`src/rtl/epl_accumulator.sv`:
```
// -----------------------------------------------------------------------------
// epl_accumulator
//   Tracking-channel early/prompt/late correlator. Each carrier-wiped I/Q
//   sample is multiplied by the early, prompt and late code chips (0 -> +1,
//   1 -> -1). Six integrate-and-dump accumulators sum the products. On
//   dump_enable the sums are latched to the outputs, and new_data/overrun
//   flags are raised for the CPU read path.
//
//   Optional feature macro: EPL_ACC_SAT_EN
//     defined   : accumulator adds saturate at the signed ACC_W rails
//     undefined : accumulator adds wrap modulo 2^ACC_W
//
// Ports
//   clk, rstn             : clock, async active-low reset
//   chan_clear            : synchronous clear of all state (highest priority)
//   sample_enable         : i_bb/q_bb/chips valid this cycle
//   i_bb, q_bb [IN_W]     : signed baseband samples
//   early, prompt, late   : code chips
//   dump_enable           : end of integration period
//   accum_read            : CPU acknowledge of latched sums
//   i_/q_ early/prompt/late [ACC_W] : latched sums
//   new_data, overrun     : handshake flags
// -----------------------------------------------------------------------------
module epl_accumulator #(
  parameter int IN_W  = 3,
  parameter int ACC_W = 16
) (
  input  logic             clk,
  input  logic             rstn,
  input  logic             chan_clear,
  input  logic             sample_enable,
  input  logic [IN_W-1:0]  i_bb,
  input  logic [IN_W-1:0]  q_bb,
  input  logic             early,
  input  logic             prompt,
  input  logic             late,
  input  logic             dump_enable,
  input  logic             accum_read,
  output logic [ACC_W-1:0] i_early,
  output logic [ACC_W-1:0] q_early,
  output logic [ACC_W-1:0] i_prompt,
  output logic [ACC_W-1:0] q_prompt,
  output logic [ACC_W-1:0] i_late,
  output logic [ACC_W-1:0] q_late,
  output logic             new_data,
  output logic             overrun
);

  localparam int unsigned N_CH  = 6;
  localparam int unsigned EXT_W = ACC_W - IN_W;

  // Channel order: 0 iE, 1 qE, 2 iP, 3 qP, 4 iL, 5 qL
  logic [ACC_W-1:0] acc_q [N_CH];
  logic [ACC_W-1:0] acc_d [N_CH];
  logic [ACC_W-1:0] out_q [N_CH];
  logic [ACC_W-1:0] out_d [N_CH];
  logic             new_data_q, new_data_d;
  logic             overrun_q,  overrun_d;

  logic [ACC_W-1:0] i_ext, q_ext;
  logic [ACC_W-1:0] prod [N_CH];

  // Sign-extend before negation so the most negative input negates exactly
  assign i_ext = {{EXT_W{i_bb[IN_W-1]}}, i_bb};
  assign q_ext = {{EXT_W{q_bb[IN_W-1]}}, q_bb};

  // Chip multiply: a 1 chip negates the sample
  always_comb begin
    prod[0] = early  ? (ACC_W'(0) - i_ext) : i_ext;
    prod[1] = early  ? (ACC_W'(0) - q_ext) : q_ext;
    prod[2] = prompt ? (ACC_W'(0) - i_ext) : i_ext;
    prod[3] = prompt ? (ACC_W'(0) - q_ext) : q_ext;
    prod[4] = late   ? (ACC_W'(0) - i_ext) : i_ext;
    prod[5] = late   ? (ACC_W'(0) - q_ext) : q_ext;
  end

  // Accumulator add: clamped to the signed rails or plain modular wrap
  function automatic logic [ACC_W-1:0] acc_add(input logic [ACC_W-1:0] a,
                                               input logic [ACC_W-1:0] b);
`ifdef EPL_ACC_SAT_EN
    logic [ACC_W:0] s;
    s = {a[ACC_W-1], a} + {b[ACC_W-1], b};
    if (s[ACC_W] != s[ACC_W-1]) begin
      acc_add = s[ACC_W] ? {1'b1, {(ACC_W-1){1'b0}}} : {1'b0, {(ACC_W-1){1'b1}}};
    end else begin
      acc_add = s[ACC_W-1:0];
    end
`else
    acc_add = a + b;
`endif
  endfunction

  // Next-state: integrate, dump and flag handshake
  always_comb begin
    acc_d      = acc_q;
    out_d      = out_q;
    new_data_d = new_data_q;
    overrun_d  = overrun_q;
    if (chan_clear) begin
      for (int unsigned k = 0; k < N_CH; k++) begin
        acc_d[k] = '0;
        out_d[k] = '0;
      end
      new_data_d = 1'b0;
      overrun_d  = 1'b0;
    end else begin
      if (dump_enable) begin
        // A coincident sample opens the new period instead of closing the old
        for (int unsigned k = 0; k < N_CH; k++) begin
          out_d[k] = acc_q[k];
          acc_d[k] = sample_enable ? prod[k] : '0;
        end
      end else if (sample_enable) begin
        for (int unsigned k = 0; k < N_CH; k++) begin
          acc_d[k] = acc_add(acc_q[k], prod[k]);
        end
      end
      if (accum_read) begin
        new_data_d = 1'b0;
        overrun_d  = 1'b0;
      end
      // A read in the same cycle acknowledges the old data, so no overrun
      if (dump_enable) begin
        new_data_d = 1'b1;
        if (new_data_q && !accum_read) begin
          overrun_d = 1'b1;
        end
      end
    end
  end

  // State registers
  always_ff @(posedge clk or negedge rstn) begin
    if (!rstn) begin
      for (int unsigned k = 0; k < N_CH; k++) begin
        acc_q[k] <= '0;
        out_q[k] <= '0;
      end
      new_data_q <= 1'b0;
      overrun_q  <= 1'b0;
    end else begin
      acc_q      <= acc_d;
      out_q      <= out_d;
      new_data_q <= new_data_d;
      overrun_q  <= overrun_d;
    end
  end

  assign i_early  = out_q[0];
  assign q_early  = out_q[1];
  assign i_prompt = out_q[2];
  assign q_prompt = out_q[3];
  assign i_late   = out_q[4];
  assign q_late   = out_q[5];
  assign new_data = new_data_q;
  assign overrun  = overrun_q;

endmodule

```
`config.mk`:
```
export PLATFORM = sky130hd
export DESIGN_NAME = epl_accumulator
export DESIGN_NICKNAME = d
export VERILOG_FILES = /design/src/rtl/epl_accumulator.sv
export SDC_FILE = /design/constraint.sdc
export NUM_CORES = 1
export LEC_CHECK = 0
export ABC_AREA = 1
export CORE_MARGIN = 2
export CORE_UTILIZATION = 25
export DETAILED_ROUTE_END_ITERATION = 8
export HOLD_SLACK_MARGIN = 0.15
export PLACE_DENSITY = 0.52
export SLEW_MARGIN = 20
export SYNTH_ARGS = -nofsm -noshare
export SYNTH_HDL_FRONTEND = slang
export SYNTH_SLANG_ARGS = --single-unit
```
`constraint.sdc`:
```
create_clock -name clk -period 2.1 [get_ports clk]
set_input_delay 0.42 -clock clk [delete_from_list [all_inputs] [get_ports clk]]
set_output_delay 0.42 -clock clk [all_outputs]
set_load 0.03 [all_outputs]
```
==> flow_metrics.tcl <==
set metrics [dict create \
    outcome "completed" \
    startpoint "q_late[15]" \
    netlist_area_um2 13900 \
    synth_area_leaders "dfrtp_1 35%, nand2_1 21%, ha_1 10%, inv_1 8.8%, nand3_1 6.5%" \
    grt_pass1_vias 13513 \
    gp_routability_congestion 0.884 \
    ys_ff_latch 194 \
    fillerInstances 5893 \
    setup_violations 0 \
    hold-path-cell-count 3 \
    synthTopCellsByCount "785 x nand2_1, 326 x inv_1, 194 x dfrtp_1, 181 x nand3_1, 115 x ha_1" \
    initial_utilization_pct 25.2 \
    post-dp-hpwl_um 33300 \
    crit_family "buffers and inverters" \
    synth-seq-area-share_pct 35.0 \
    max_stage_delay_ps 710 \
    die-area_um2 57400 \
    yosysWarnings 0 \
    p_total_w 0.0120 \
    cts_root_buf "clkbuf_16" \
    fp.dieW_um 240 \
    ys_async_sr_fraction_pct 100 \
    path_max_fanout 2 \
    path_clk_slew_ps 80 \
    cp_num_cells 1 \
    critPathArrivalTime_ps 1650 \
    ant_nets 0 \
    cp-end-kind "output port" \
    synthesis.nets 2187 \
    yosysMostFrequentCell "nand2_1" \
    hold_violations 0 \
    drc 0 \
    path_cells "clkdlybuf4s50_1" \
    holdWs_ps 355 \
    yosysTopAreaCell "dfrtp_1" \
    core.rowCount 86 \
    grtUsageTotal_pct 15.7 \
    syn_inst 2051 \
    period_minus_slack_ps 2070 \
    synth_compound_area_share_pct 9.72 \
    min-delay-start "dump_enable" \
    max_slew_margin_pct 53.7 \
    numPortBuffers 112 \
    r2r_start "acc_q[32]" \
    die_h_um 240 \
    synth-simple-area-share_pct 31.7 \
    ir_worst_vdd_mv 0.666 \
    clkLatencyLatePin_ps 520 \
    htreeDepth 4 \
    antenna_found_initial 3 \
    grt_start_max_net_pins 53 \
    pin_count 113 \
    post-synth-top-area-fraction_pct 35.0 \
    critical_path_class "flop to output port" \
    holdCritPathClass "input port to flop" \
    layout-drive-gt1-share_pct 17.2 \
    instances_no_fill 3103 \
    cpMaxStageDelayCell "clkdlybuf4s50_1" \
    fin_area_um2 18700 \
    synth_xor_area_share_pct 1.14 \
    cts_made_buffers 17 \
    synth_top_family_by_area "simple AND/OR/NAND/NOR gates" \
    clock_skew_ps 20.2 \
    maxCapViolCount 0 \
    synth.mux.area_fraction_pct 0 \
    wl_per_cell_um 14.3 \
    synth_cell_types 29 \
    p_leak_nw 10.1 \
    rr_worst_depth 10 \
    initialDrtViolationCount 787 \
    cts.path.max_buffers 2 \
    vias_per_cell 4.41 \
    ys_dominant_reg_cell "dfrtp_1" \
    drv_slew 0 \
    cts.sinks 194 \
    dp.cells 3063 \
    finish.utilization_pct 34.1 \
    synth_fa_ha_area_share_pct 11.2 \
    cts_tree "built" \
    placed_cell_area_um2 17500 \
    grt_pass1_wl_um 70700 \
    synth_edf_count 0 \
    tightest_slew_ps 694 \
    worstSetupStartpointType "flop" \
    fin_crit_sh_pct 98.5 \
    wirelength_um 44400 \
    nets 2478 \
    power_density_nw_per_um2 638 \
    core_um2 55000 \
    vias 13677 \
    diodes 0 \
    clock.fmax_mhz 484 \
    critPathBufInv 1 \
    area_delta_synth_final_pct 35.1 \
    grt_overflow 0 \
    required_ps 1680 \
    drtPass1Iterations 7 \
    synth_area_per_cell_um2 6.77 \
]
path summary, 6_finish.rpt:
path                                     to  slack [ps]
worst max-delay path             q_late[15]          30
worst min-delay path               acc_q[0]         350
worst max register to register    acc_q[38]         200
worst min register to register  q_early[14]         470
max in group asynchronous        i_early[9]        1010
min in group asynchronous         acc_q[40]         440
metal layers:
layer / global-route usage [%] / wire length [um] / vias up
met2: 25.3 / 20200 / 227
met4: 5.74 / 916 / 4
met1: 21.0 / 21500 / 6365
li1: - / - / 7033
met5: 0 / 26 / -
met3: 2.88 / 1690 / 48
placed cells by master (no fill, tap or decap), drive strengths merged, types with 2 or more instances in the layout:
cell	n
a21oi	95
buf	218
clkbuf	24
clkdlybuf4s50	101
clkinv	7
dfrtp	194
fa	6
ha	115
inv	338
nand2	785
nand3	181
nand3b	3
nand4	15
nor2	78
nor3	17
o21ai	147
o22ai	4
o41ai	6
xnor2	2
xor2	16
cell type report:
class	count	area [um2]	share of cell area (%)
clock buffers	18	439	2.34
clock inverters	14	184	0.981
inverters	331	1290	6.87
multi-input cells	1471	8100	43.2
flip-flops and latches	194	4850	25.9
well taps	748	936	4.99
repair buffers	326	2940	15.7
repair inverters	1	6.26	0.0334
flip-flops by register name, summed over array words and instances, names as in the netlist:
register,count
i_late,16
i_early,16
overrun,1
new_data,1
acc_q,96
i_prompt,16
q_prompt,16
q_late,16
q_early,16
per-stage QoR:
stage	worst slack (ps)	TNS, ps
global route	-0.678	-0.678
global placement	-1080	-78270
detailed placement	-1110	-81610
finish	32.4	0
CTS	4.32	0
floorplan	-5.16	-22.5
power breakdown:
| group | internal, W | switching (W) |
|---|---|---|
| clock network | 0.00174 | 0.00178 |
| logic | 0.00178 | 0.00246 |
| registers | 0.00397 | 0.000211 |
| total | 0.00750 | 0.00446 |
kinds of logic (layout without fill, tap and decap cells):
| family | count (synthesis) | count (layout) |
|---|---|---|
| simple gates | 1080 | 1080 |
| flops | 194 | 194 |
| xor+xnor | 18 | 18 |
| buf+inv | 386 | 690 |
| compound gates | 252 | 252 |
| fa+ha+maj | 121 | 121 |
worst reg2reg max path, cell delays in order (launching register included):
cell	delay, ps
dfrtp_1	390
ha_1	210
inv_1	80
fa_2	370
inv_1	90
nand4_1	120
buf_4	150
nand3_1	70
nand2_1	50
o21ai_0	160
o21ai_1	80
repair_timing:
action,4_1_cts,5_1_grt
cloned,0,1
setup endpoints to repair,85,73
resized for setup,63,123
setup buffers,1,5
hold buffers,1,0
pin swaps,4,34
endpoints found under the hold margin,39,0
(Power assumes the default switching activity.)
